[config.mk]
export PLATFORM = sky130hd
export DESIGN_NAME = uart_tx_serializer
export DESIGN_NICKNAME = d
export VERILOG_FILES = /design/src/rtl/uart_pkg.sv /design/src/rtl/tx_bit_timer.sv /design/src/rtl/uart_tx_serializer.sv
export SDC_FILE = /design/constraint.sdc
export NUM_CORES = 1
export LEC_CHECK = 0
export CORE_AREA = 4 4 48 50
export CTS_BUF_LIST = sky130_fd_sc_hd__clkbuf_16
export DETAILED_ROUTE_END_ITERATION = 10
export DIE_AREA = 0 0 52 54
export GPL_TIMING_DRIVEN = 0
export PLACE_DENSITY = 0.85
export REMOVE_ABC_BUFFERS = 1
export SYNTH_ARGS = -nofsm -noshare
export SYNTH_HDL_FRONTEND = slang
export SYNTH_SLANG_ARGS = --single-unit
[constraint.sdc]
create_clock -name clk -period 4.5 [get_ports clk]
set_clock_uncertainty 0.1 [all_clocks]
set_input_delay 0.45 -clock clk [delete_from_list [all_inputs] [get_ports clk]]
set_output_delay 0.45 -clock clk [all_outputs]
set_load 0.05 [all_outputs]
[src/rtl/uart_pkg.sv]
// Types and constants shared by the UART transmitter and receiver.
package uart_pkg;

  typedef enum logic [2:0] {
    IDLE,
    START,
    DATA,
    PARITY,
    STOP
  } tx_state_t;

  localparam logic PAR_SENSE_EVEN = 1'b0;
  localparam logic PAR_SENSE_ODD  = 1'b1;

  // Data narrower than 8 bits is zero-extended by the caller; the zeros do not change the XOR.
  function automatic logic parity_of(input logic [7:0] data, input logic sense);
    return (^data) ^ sense;
  endfunction

endpackage

[src/rtl/tx_bit_timer.sv]
// Per-bit cycle counter: counts 0..DELAY_COUNTS-1 while enabled, held at 0 otherwise.
module tx_bit_timer #(
  parameter int DELAY_COUNTS = 11
) (
  input  logic clk,
  input  logic rst,
  input  logic enable,
  output logic bit_end,
  output logic bit_pre_end
);

  localparam int CW = $clog2(DELAY_COUNTS);
  localparam logic [CW-1:0] LAST = CW'(DELAY_COUNTS - 1);
  localparam logic [CW-1:0] PRE  = CW'(DELAY_COUNTS - 2);

  logic [CW-1:0] count;

  always_ff @(posedge clk or posedge rst) begin
    if (rst) begin
      count <= '0;
    end else if (!enable || count == LAST) begin
      count <= '0;
    end else begin
      count <= count + 1'b1;
    end
  end

  // bit_pre_end lets the caller register outputs that must coincide with bit_end.
  assign bit_end     = enable && (count == LAST);
  assign bit_pre_end = enable && (count == PRE);

endmodule

[src/rtl/uart_tx_serializer.sv]
// RS-232 transmitter: start bit, DATA_BITS data bits LSB first, optional parity, STOP_BITS stop bits.
module uart_tx_serializer
  import uart_pkg::*;
#(
  parameter int DELAY_COUNTS = 11,
  parameter int DATA_BITS    = 8,
  parameter int PARITY_EN    = 0,
  parameter int PARITY_ODD   = 0,
  parameter int STOP_BITS    = 1
) (
  input  logic                 clk,
  input  logic                 rst,
  input  logic [DATA_BITS-1:0] tx_data,
  input  logic                 tx_valid,
  output logic                 tx_ready,
  output logic                 tx_done,
  output logic                 tx
);

  if (DELAY_COUNTS < 2) begin : g_bad_delay
    $error("uart_tx_serializer: DELAY_COUNTS must be >= 2");
  end
  if (DATA_BITS < 5 || DATA_BITS > 8) begin : g_bad_data
    $error("uart_tx_serializer: DATA_BITS must be 5..8");
  end
  if (STOP_BITS < 1 || STOP_BITS > 2) begin : g_bad_stop
    $error("uart_tx_serializer: STOP_BITS must be 1 or 2");
  end

  localparam int BW = (DATA_BITS > 1) ? $clog2(DATA_BITS) : 1;
  localparam logic [BW-1:0] LAST_BIT = BW'(DATA_BITS - 1);
  localparam logic LAST_STOP = 1'(STOP_BITS - 1);
  localparam logic SENSE = (PARITY_ODD != 0) ? PAR_SENSE_ODD : PAR_SENSE_EVEN;

  tx_state_t            state;
  logic [DATA_BITS-1:0] shreg;
  logic [BW-1:0]        bit_idx;
  logic                 stop_idx;
  logic                 parity;
  logic                 bit_end;
  logic                 bit_pre_end;
  logic                 last_stop;

  tx_bit_timer #(
    .DELAY_COUNTS(DELAY_COUNTS)
  ) u_timer (
    .clk        (clk),
    .rst        (rst),
    .enable     (state != IDLE),
    .bit_end    (bit_end),
    .bit_pre_end(bit_pre_end)
  );

  assign tx_ready  = (state == IDLE);
  assign last_stop = (stop_idx == LAST_STOP);

  // tx is loaded with the level of the state being entered, so it changes together with state.
  always_ff @(posedge clk or posedge rst) begin
    if (rst) begin
      state    <= IDLE;
      shreg    <= '0;
      bit_idx  <= '0;
      stop_idx <= 1'b0;
      parity   <= 1'b0;
      tx       <= 1'b1;
      tx_done  <= 1'b0;
    end else begin
      tx_done <= (state == STOP) && bit_pre_end && last_stop;
      case (state)
        IDLE: begin
          tx <= 1'b1;
          if (tx_valid) begin
            state    <= START;
            shreg    <= tx_data;
            parity   <= parity_of(8'(tx_data), SENSE);
            bit_idx  <= '0;
            stop_idx <= 1'b0;
            tx       <= 1'b0;
          end
        end
        START: begin
          if (bit_end) begin
            state <= DATA;
            tx    <= shreg[0];
          end
        end
        DATA: begin
          if (bit_end) begin
            shreg <= shreg >> 1;
            if (bit_idx == LAST_BIT) begin
              if (PARITY_EN != 0) begin
                state <= PARITY;
                tx    <= parity;
              end else begin
                state <= STOP;
                tx    <= 1'b1;
              end
            end else begin
              bit_idx <= bit_idx + 1'b1;
              tx      <= shreg[1];
            end
          end
        end
        PARITY: begin
          if (bit_end) begin
            state <= STOP;
            tx    <= 1'b1;
          end
        end
        STOP: begin
          tx <= 1'b1;
          if (bit_end) begin
            if (last_stop) begin
              state <= IDLE;
            end else begin
              stop_idx <= 1'b1;
            end
          end
        end
        default: begin
          state <= IDLE;
          tx    <= 1'b1;
        end
      endcase
    end
  end

endmodule
==> run metrics, run 1 <==
status complete, no violations; die area 2810 um2; CP Launch Type flop; Final Hold Viols 0; area leader, netlist dfrtp_1; post-CTS setup buffer count 0; Post-synth EDFFs 0; cell count after synthesis 94; die height 54 um; htree depth 1; Post-Synth XOR/XNOR Area around 1.7%; layout cells sized above 1 between 10% and 20%; clock tree from TritonCTS done; Max clock buf depth 2; DR WL/cell around 15 um; Compound-Gate Fraction of Synth Area between 10% and 20%; Critical Path End Type output port; Cell Pwr Density roughly 580 nW/um2; Routed WL around 2.0 mm; 1st-iter DRT viols 18; R2R Setup Slk between 2000 and 3000 ps; largest family of logic cells by synthesized area simple AND/OR/NAND/NOR gates; final period utilization 54.3%; ys flop type dfrtp_1; CTS Sinks 20; sequential share of the synthesized area 48.4%; Max-slew headroom around half; post-synthesis mux area share 2.90%; setup TNS 0 ps; CTS resizes 0; Port Buffer Count 13; worst setup path class flop to output port; area of the multi-input gates 482 um2; HPWL Detailed 1.31 mm; Fmax 409 MHz; Fill cells ~160; die width around 52 um; async set or reset register ratio after synthesis 100%; Netlist Area Pre-Place 1040 um2; Clk pin slew, worst setup/hold paths 50 ps; GP Congestion 0.749; core area 1900 um2; worst r2r path cells 5; Warnings, synthesis 0; WP data required 3950 ps; Mapped Avg Cell Area 11.0 um2; Max Cap Viol 0; flop and latch count out of synthesis 20; worst min path class flop to flop; Worst Setup SP state[0]; reg2reg start u_timer.count[0]; vias 762; Syn-to-layout area delta 20.4%; Synth area leaders dfrtp_1 46%, ha_1 6.0%, a2bb2oi_1 5.9%; Crit Reg-Reg Endpoint shreg[0]; Top-Level Pins 14; RSZ-0062 raised after global routing no; Final nets 124; Reg area 502 um2; area post-placement between 1000 and 1500 um2; Simple-Gate Fraction of Synth Area approximately a fifth; vias in the first global route between 700 and 800; drt pass-1 iters 4; Leak ~0.54 nW; initial core utilization 54.5%; crit path time final around 2400 ps; CP arrival 1900 ps; hold slack final 388 ps; first-pass GRT wire length 3.45 mm; Final Core Density 65.7%; clk root buf clkbuf_16; Worst Max-Slew Pin Slew roughly 730 ps; gr usage total 17.0%; Critical Path End tx_ready; Vias/cell 5.69; drt drc 0; crit-path max FO 10; hold_buf cts 0; final setup vio count 0; FP Rows 16; total power 0.721 mW; Antenna Nets Post-Route 0; IR drop worst, VDD 0.306 mV; TritonCTS Buffers 3; total gr overflow 0; largest net degree at the start of global routing 21; initial antenna violation count 0; synth unique cells 33; top cell type's share of synthesized area 45.8%; Max Slew Vio Count 0; diode count 0; adder-cell area share of the yosys netlist 6.03%; post-route cell area 1250 um2; Worst-Skew Late Latency roughly 250 ps
layer usage:
layer / track usage, % / part of all wire, % / vias up / wire (um)
met1: 21.8 / 47 / 371 / 958
met2: 28.2 / 48 / 20 / 970
met3: 2.22 / 4.3 / 2 / 88
met5: 0 / 0 / - / 0
li1: - / - / 369 / -
met4: 8.73 / 0.54 / 0 / 11
worst max-delay path: stages, from the launching register on:
cell and delay [ps]:
dfrtp_1 500, nor3_1 290, clkdlybuf4s50_1 860
cells in the mapped netlist (2+ instances only):
master,number
dfrtp_1,19
nor2_1,10
a2bb2oi_1,7
o22ai_1,7
inv_1,6
ha_1,5
nand2_1,4
mux2i_1,3
nand3b_1,3
nor3_1,3
a21oi_1,2
buf_4,2
nand3_1,2
o21ai_0,2
through the flow:
| step | worst slack [ps] | std cells |
|---|---|---|
| 6_report | 2050 | 134 |
| 5_1_grt | 2000 | 134 |
| 4_1_cts | 2060 | 134 |
| 3_5_place_dp | 2380 | 130 |
| 3_3_place_gp | 2350 | 130 |
| 2_1_floorplan | 2330 | 90 |
how the worst min path moves through the flow:
stage | endpoint | cells past startpoint | slack, ps | from
5_1_grt | bit_idx[0] | 1 | 450 | bit_idx[0]
4_1_cts | bit_idx[0] | 1 | 400 | bit_idx[0]
2_1_floorplan | bit_idx[0] | 1 | 310 | rst
6_report | bit_idx[0] | 1 | 390 | bit_idx[0]
3_3_place_gp | bit_idx[0] | 1 | 370 | bit_idx[0]
3_5_place_dp | bit_idx[0] | 1 | 390 | bit_idx[0]
final cells by class:
| cell class | count | share of cell area, % |
|---|---|---|
| timing repair buffer | 13 | 10.4 |
| inverter | 6 | 1.80 |
| tap | 27 | 2.71 |
| multi-input combinational | 64 | 38.6 |
| sequential | 20 | 40.2 |
| clock inverter | 1 | 0.301 |
| clock buffer | 3 | 6.01 |
power by group:
part	switching, mW	total [mW]	internal (mW)
clock	0.0599	0.178	0.118
combinational	0.114	0.227	0.113
sequential	0.0690	0.316	0.247
cell families after synthesis:
kind of cell / count (synthesis)
XOR/XNOR: 2
buffers and inverters: 10
flip-flops: 20
AO/OA/AOI/OAI: 22
multiplexers: 3
adder cells (fa/ha/maj): 5
AND/OR/NAND/NOR: 32
flip-flops by register name (all words and copies together) (netlist names):
signal	cells
tx	1
shreg	8
bit_idx	3
u_timer.count	4
state	3
tx_done	1
layout by cell type, fill, tap and decap left out, drive strengths merged:
cell type	n
a211oi	1
a21oi	3
a2bb2oi	7
and3b	1
clkbuf	3
clkdlybuf4s50	13
dfrtp	19
dfstp	1
ha	5
inv	7
mux2i	3
nand2	4
nand2b	1
nand3	2
nand3b	3
nand4b	1
nor2	10
nor2b	1
nor3	4
nor4b	1
o21ai	2
o21bai	1
o22ai	7
o41ai	1
or2	2
or3	1
or4b	1
xnor2	1
xor2	1
Power figures use the tool's default switching activity.
==> inputs of run 2 (changes only) <==
--- a/config.mk
+++ b/config.mk
@@ -5,12 +5,12 @@
 export SDC_FILE = /design/constraint.sdc
 export NUM_CORES = 1
 export LEC_CHECK = 0
-export CORE_AREA = 4 4 48 50
+export CORE_AREA = 4 4 52 54
 export CTS_BUF_LIST = sky130_fd_sc_hd__clkbuf_16
 export DETAILED_ROUTE_END_ITERATION = 10
-export DIE_AREA = 0 0 52 54
+export DIE_AREA = 0 0 56 58
 export GPL_TIMING_DRIVEN = 0
-export PLACE_DENSITY = 0.85
+export PLACE_DENSITY = 0.76
 export REMOVE_ABC_BUFFERS = 1
 export SYNTH_ARGS = -nofsm -noshare
 export SYNTH_HDL_FRONTEND = slang
==> constraint.sdc (replaced) <==
create_clock -name clk -period 2.11 [get_ports clk]
set_clock_uncertainty 0.1 [all_clocks]
set_input_delay 0.211 -clock clk [delete_from_list [all_inputs] [get_ports clk]]
set_output_delay 0.211 -clock clk [all_outputs]
set_load 0.05 [all_outputs]
==> run metrics, run 2 (synthesis results as in run 1) <==
final setup vio count 0; largest net degree at the start of global routing 21; WP data required 1800 ps; Worst-Skew Late Latency 240 ps; cells along the critical path nor3_1, dlygate4sd2_1; IR drop worst, VDD 0.600 mV; diode count 0; CP arrival 1580 ps; Syn-to-layout area delta 22.9%; commonest non-fill, non-tap cell in the layout dfrtp_1; RSZ-0062 raised after global routing no; final period utilization approximately nine tenths; Final Hold Viols 0; die area 3250 um2; Antenna Nets Post-Route 0; HPWL Detailed ~1.4 mm; R2R Setup Slk 440 ps; CP Launch Type flop; layout cells sized above 1 11.2%; post-route cell area 1270 um2; crit path time final 1890 ps; worst setup path class flop to output port; commonest non-fill, non-tap cells in the layout 19 x dfrtp_1, 12 x clkdlybuf4s50_1, 10 x nor2_1; Max-slew headroom between 50 and 60%; CP Buf/Inv Count 1; vias 725; met2 Resource Use GR 22.0%; total power approximately 1.6 mW; crit-path max FO 10; Cell Pwr Density approximately 1300 nW/um2; status complete, no violations; Routed WL 1.84 mm; non-filler cells, final 135; CP max stage cell dlygate4sd2_1; cell family with most CP delay buffers and inverters; largest reg by FF count shreg; Most Used Layer, Global Route met2; core area 2210 um2; TritonCTS Buffers 3; Max clock buf depth 2; die width about 56 um; initial antenna violation count 0; max reg flops 8; met1 Usage GRT between 10% and 20%; Max Slew Vio Count 0; met3 Use GR 4.01%; DR WL/cell ~14 um; gr usage total 13.0%; Vias/cell 5.37; Clk pin slew, worst setup/hold paths 50 ps; Fill cells ~200; biggest regs shreg: 8 flops, u_timer.count: 4 flops; Leak 0.551 nW; Critical Path End Type output port; clock tree from TritonCTS done; Max stage delay on crit path 560 ps; Max Cap Viol 0; Top-Level Pins 14; Worst Max-Slew Pin Slew 714 ps; area post-placement roughly 1200 um2; CTS Sinks 20; initial core utilization 46.9%; Port Buffer Count 13; Fmax between 500 and 600 MHz; clk root buf clkbuf_16; post-CTS setup buffer count 0; Placed Instances ~130; total gr overflow 0; FP Rows 17; Final nets between 100 and 150; drt drc 0; vias in the first global route 780; 1st-iter DRT viols 18; first-pass GRT wire length 3.35 mm; Final Core Density 57.6%; setup TNS 0 ps; worst min path class input pin to asynchronous set/reset pin; drt pass-1 iters 4; GP Congestion between 0.7 and 0.8; htree depth 1; die height 58 um
## run 2: timing repair
item	CTS	global route
setup endpoints to repair	1	0
resized for setup	1	0
hold buffers	0	0
## run 2: cell type report
class / count / area (um2) / share of cell area, %
Clock inverter: 1 / 30.0 / 2.36
Sequential cell: 20 / 502 / 39.4
Clock buffer: 3 / 75.1 / 5.89
Timing Repair Buffer: 13 / 129 / 10.1
Inverter: 6 / 22.5 / 1.77
Multi-Input combinational cell: 64 / 482 / 37.8
Tap cell: 28 / 35.0 / 2.75
## run 2: metrics by stage
step	hold WS, ps	setup WS (ps)
6_report	288	223
5_1_grt	396	129
3_3_place_gp	369	180
3_5_place_dp	404	187
2_1_floorplan	74.1	-61.7
4_1_cts	324	202
## run 2: power by group
part / internal, mW / switching (mW)
clock network: 0.375 / 0.125
registers: 0.528 / 0.145
logic: 0.238 / 0.237
total: 1.14 / 0.506
## run 2: path summary, 6_finish.rpt
kind / startpoint / end / cells after the start
min in group clk: bit_idx[0] / bit_idx[0] / 1
worst max-delay path: state[1] / tx_ready / 2
max in group asynchronous: rst / u_timer.count[2] / 2
worst min register to register: bit_idx[0] / bit_idx[0] / 1
worst min-delay path: rst / u_timer.count[0] / 2
worst max register to register: u_timer.count[0] / shreg[3] / 5
## run 2: layer usage
metal | vias up | part of all wire (%)
met4 | 0 | 1.0
met2 | 15 | 47
li1 | 364 | -
met3 | 4 | 6.2
met1 | 342 | 46
met5 | - | 0
